`src/rtl/stream_merge_rr.sv`:
```
// Two-channel ready/valid merge: per-channel FIFOs, round-robin arbiter,
// registered output stage. Each output word carries its source channel.
module stream_merge_rr #(
  parameter int unsigned WIDTH = 5,
  parameter int unsigned DEPTH = 2
) (
  input  logic             CLK,
  input  logic             ASYNCRESET,
  input  logic [WIDTH-1:0] I_0_data,
  input  logic             I_0_valid,
  output logic             I_0_ready,
  input  logic [WIDTH-1:0] I_1_data,
  input  logic             I_1_valid,
  output logic             I_1_ready,
  output logic [WIDTH-1:0] O_data,
  output logic             O_src,
  output logic             O_valid,
  input  logic             O_ready
);

  localparam int unsigned NCH = 2;
  localparam int unsigned PW  = (DEPTH > 1) ? $clog2(DEPTH) : 1;
  localparam int unsigned CW  = $clog2(DEPTH + 1);

  logic [WIDTH-1:0]          mem_q [NCH][DEPTH];
  logic [NCH-1:0][PW-1:0]    wr_q, wr_d, rd_q, rd_d;
  logic [NCH-1:0][CW-1:0]    cnt_q, cnt_d;
  logic [NCH-1:0]            in_valid_c, in_ready_c, push_c, pop_c, nonempty_c;
  logic [NCH-1:0][WIDTH-1:0] in_data_c;
  logic                      last_q, last_d;
  logic                      grant_c, load_c;
  logic                      ov_q, ov_d;
  logic                      osrc_q, osrc_d;
  logic [WIDTH-1:0]          od_q, od_d;

  assign in_valid_c = {I_1_valid, I_0_valid};
  assign in_data_c  = {I_1_data, I_0_data};

  // Ready depends only on stored occupancy; held low while reset is asserted.
  always_comb begin
    in_ready_c = '0;
    for (int k = 0; k < NCH; k++) begin
      in_ready_c[k] = ~ASYNCRESET & (cnt_q[k] != CW'(DEPTH));
    end
  end

  assign I_0_ready = in_ready_c[0];
  assign I_1_ready = in_ready_c[1];
  assign O_data    = od_q;
  assign O_src     = osrc_q;
  assign O_valid   = ov_q;

  // Arbitration, FIFO bookkeeping and output-stage next state.
  always_comb begin
    nonempty_c = '0;
    push_c     = '0;
    pop_c      = '0;
    cnt_d      = cnt_q;
    wr_d       = wr_q;
    rd_d       = rd_q;
    grant_c    = 1'b0;
    load_c     = 1'b0;
    ov_d       = ov_q;
    od_d       = od_q;
    osrc_d     = osrc_q;
    last_d     = last_q;

    for (int k = 0; k < NCH; k++) begin
      nonempty_c[k] = (cnt_q[k] != '0);
    end

    // Contested: alternate away from the last winner; otherwise take whoever has data.
    if (&nonempty_c) begin
      grant_c = ~last_q;
    end else begin
      grant_c = nonempty_c[1];
    end

    load_c = (~ov_q | O_ready) & (|nonempty_c);

    for (int k = 0; k < NCH; k++) begin
      push_c[k] = in_valid_c[k] & in_ready_c[k];
      pop_c[k]  = load_c & (grant_c == 1'(k));
      cnt_d[k]  = cnt_q[k] + CW'(push_c[k]) - CW'(pop_c[k]);
      wr_d[k]   = wr_q[k] + PW'(push_c[k]);
      rd_d[k]   = rd_q[k] + PW'(pop_c[k]);
    end

    if (load_c) begin
      ov_d   = 1'b1;
      od_d   = mem_q[grant_c][rd_q[grant_c]];
      osrc_d = grant_c;
      last_d = grant_c;
    end else if (O_ready) begin
      ov_d = 1'b0;
    end
  end

  // Control state; last resets to 1 so channel 0 wins the first contest.
  always_ff @(posedge CLK or posedge ASYNCRESET) begin
    if (ASYNCRESET) begin
      cnt_q  <= '0;
      wr_q   <= '0;
      rd_q   <= '0;
      last_q <= 1'b1;
      ov_q   <= 1'b0;
      od_q   <= '0;
      osrc_q <= 1'b0;
    end else begin
      cnt_q  <= cnt_d;
      wr_q   <= wr_d;
      rd_q   <= rd_d;
      last_q <= last_d;
      ov_q   <= ov_d;
      od_q   <= od_d;
      osrc_q <= osrc_d;
    end
  end

  // FIFO storage; contents are don't-care while empty so no reset is needed.
  always_ff @(posedge CLK) begin
    for (int k = 0; k < NCH; k++) begin
      if (push_c[k]) begin
        mem_q[k][wr_q[k]] <= in_data_c[k];
      end
    end
  end

endmodule

```
`config.mk`:
```
export PLATFORM = sky130hd
export DESIGN_NAME = stream_merge_rr
export DESIGN_NICKNAME = d
export VERILOG_FILES = /design/src/rtl/stream_merge_rr.sv
export SDC_FILE = /design/constraint.sdc
export NUM_CORES = 1
export LEC_CHECK = 0
export CAP_MARGIN = 0
export CORE_ASPECT_RATIO = 0.5
export CORE_MARGIN = 2
export CORE_UTILIZATION = 45
export CTS_CLUSTER_DIAMETER = 60
export DETAILED_ROUTE_END_ITERATION = 7
export PLACE_DENSITY = 0.79
export SLEW_MARGIN = 20
export SYNTH_ARGS = -nofsm -noshare
export SYNTH_HDL_FRONTEND = slang
export SYNTH_SLANG_ARGS = --single-unit
```
`constraint.sdc`:
```
create_clock -name CLK -period 1.88 [get_ports CLK]
set_input_delay 0.188 -clock CLK [delete_from_list [all_inputs] [get_ports CLK]]
set_output_delay 0.188 -clock CLK [all_outputs]
set_load 0.1 [all_outputs]
```
==> metrics.csv <==
stage;metric;value;unit
power;p_per_area;1850;nW/µm²
timing;setup_viol_count_final;0;
worst_setup_path;crit_type;register to register;
worst_setup_path;reg2reg_to;cnt_q[1];
cts;clk_latency;0.29;ns
worst_setup_path;reg2reg_slack;0.14;ns
grt;grt.total_usage;15.6;%
floorplan;core;3380;µm²
min_path;min_path_type;input pin to async pin;
floorplan;rows;15;
layout;diodes;0;
route;avgViaCountPerCell;5.20;
cts;numCtsBuffers;5;
timing;relSlewSlack;68.7;%
synth;synth_seq_cells;36;
timing;maxSlewViolCount;0;
grt;antenna_found_initial;0;
layout;finalNonFillerCells;192;
synth;yosysUniqueCellTypes;26;
timing;fmax;0.576;GHz
cts;root_buffer;clkbuf_8;
power;p_total;3.86;mW
power;worst_ir_drop_vdd;0.866;mV
place;post_dp_cell_area;1950;µm²
synth;netlist_area;1570;µm²
floorplan;start_util;46.4;%
synth;synth_edf_count;20;
worst_setup_path;r2r_start;cnt_q[1];
synth;synthesis.nets;134;
place;dp_hpwl;2130;µm
synth;synth_cells;111;
layout;drive_gt1_share;29.3;%
timing;layout_setup_ws;0.145;ns
route;drt_iter0_drc;58;
place;dpl_worst_slack;0.0288;ns
layout;area_growth;33.0;%
floorplan;die_x;87.4;µm
synth;synth_warnings;0;
route;drt_wl_total;2760;µm
synth;yosysMostFrequentCell;edfxtp_1;
worst_setup_path;cp-start-kind;register;
route;ant_nets;0;
timing;worst_hold_slack;0.238;ns
timing;skew;0.00355;ns
layout;layout.nets;172;
worst_setup_path;arrival;1.95;ns
route;drc;0;
cts;hold_buffers;0;
grt;grt_pass1_vias;907;
grt;overflow;0;
grt;grt_max_degree;14;
route;wl_per_cell;14.4;µm
route;firstDrtPassIters;4;
cts;tritoncts;done;
flow_run;max_cap_viol_count;0;
place;gp_congestion;0.729;
cts;h-tree-depth;2;
worst_setup_path;crit_path_max_fanout;6;
place;place_inst;184;
synth;yosys-top-cells-area;edfxtp_1, dfrtp_1, ha_1, nor2b_1, a2111oi_1;
cts;cts.sinks;36;
layout;final_area;2080;µm²
route;vias;999;
synth;synth_ff_type;edfxtp_1;
floorplan;io_pins;24;
power;power.leakage;0.826;nW
synth;synth_top_area_share;38.3;%
floorplan;design.die.area;4000;µm²
grt;grt_pass1_wl;4350;µm
synth;yosysSeqAreaShare;64.0;%
layout;num-fill-cells;258;
cts;clock_path_buffers;2;
cts;path_clk_slew;0.07;ns
floorplan;fp.dieH;45.7;µm
timing;rsz0062_at_grt;no;
place;io_buffers;23;
synth;synthArstFlopShare;44.4;%
timing;post-route-period-util;92.3;%
synth;yosysTopAreaCell;edfxtp_1;
synth;avgSynthCellArea;14.1;µm²
synth;synth_common_cells;edfxtp_1, dfrtp_1, nor2b_1;
timing;max_slew.worst_pin.slew;0.469;ns
worst_setup_path;endpoint_kind;register;
timing;period_needed;1.74;ns
worst_setup_path;worst_ep_required_time;2.10;ns
status;status;completed;
timing;finalHoldViolations;0;
worst_setup_path;reg2regPathDepth;7;
[placed cells by master (no fill, tap or decap)]
cell             count
a2111oi_1            5
a21o_1               2
a21oi_4              2
a221oi_1             5
and2_1               2
buf_12               2
buf_4               17
bufinv_16            1
clkbuf_8             7
clkdlybuf4s50_1     14
dfrtp_1             10
dfrtp_2              5
dfstp_2              1
edfxtp_1            20
ha_1                 7
ha_2                 1
inv_1                8
inv_2                2
nand2_1              3
nand2b_1             1
nand2b_4             1
nor2_2               1
nor2b_1             11
nor3_4               1
nor4_4               1
o21a_4               1
o21ai_0              5
o21ai_1              1
o221ai_1             1
o31ai_1              5
or2_2                1
xnor2_1              5
xor2_1               1
[worst max-delay path by stage]
stage / end / cells past startpoint / start / slack [ns]
5_1_grt: cnt_q[3] / 7 / cnt_q[1] / 0.05
2_1_floorplan: cnt_q[1] / 7 / cnt_q[1] / -0.15
3_5_place_dp: cnt_q[3] / 8 / O_ready / 0.03
6_report: cnt_q[1] / 7 / cnt_q[1] / 0.14
3_3_place_gp: cnt_q[1] / 9 / O_ready / 0.05
4_1_cts: cnt_q[3] / 7 / last_q / 0.11
[sequential cells by signal, indices dropped and copies added, names as in the netlist]
register	cells
mem_q	20
O_data	5
cnt_q	4
rd_q	2
wr_q	2
O_src	1
O_valid	1
last_q	1
[kinds of logic (layout without fill, tap and decap cells)]
group | count (synthesis) | in the layout | synth area share [%]
compound gates | 27 | 27 | 13.0
xor+xnor | 6 | 6 | 3.35
fa+ha+maj | 8 | 8 | 6.39
buf+inv | 12 | 51 | 2.88
flops | 36 | 36 | 64.0
simple gates | 22 | 22 | 10.4
[repair_timing]
item                                    CTS  global route
hold endpoints to repair                  0             0
gates resized for setup                   0             1
setup buffers                             0             0
endpoints found under the setup margin    0             1
[worst max-delay path, cell delays in order, from the launching register on]
cell and delay, ns:
dfrtp_2 0.49, o221ai_1 0.29, inv_1 0.08, ha_1 0.28, inv_1 0.04, ha_2 0.16
xnor2_1 0.19, xnor2_1 0.13
[power by group]
part	total, mW	internal, mW	switching (mW)
Sequential	1.31	1.09	0.219
Clock	0.742	0.468	0.274
Combinational	1.80	0.648	1.15
Total	3.86	2.21	1.65
[area by class of cell]
class                           count  area, µm²  share of cell area (%)
Timing Repair Buffer               33        308                    14.8
Tap cell                           42       52.6                    2.52
Clock buffer                        7       96.3                    4.62
Sequential cell                    36       1010                    48.4
Inverter                           10       37.5                    1.80
Clock inverter                      1       30.0                    1.44
Multi-Input combinational cell     63        551                    26.4
[per-stage QoR]
stage | setup TNS (ns) | utilization (%)
2_1_floorplan | -0.313 | -
3_3_place_gp | 0 | 57.7
3_5_place_dp | 0 | 57.7
4_1_cts | 0 | 61.5
5_1_grt | 0 | 61.7
6_report | 0 | 61.7
[per-layer routing]
metal / share of wire [%] / track usage [%]
met1: 47 / 19.6
met5: 0 / 0
met3: 4.9 / 6.34
met4: 1.4 / 7.38
met2: 47 / 24.2
Note: power is estimated with default switching activity, not from simulation.
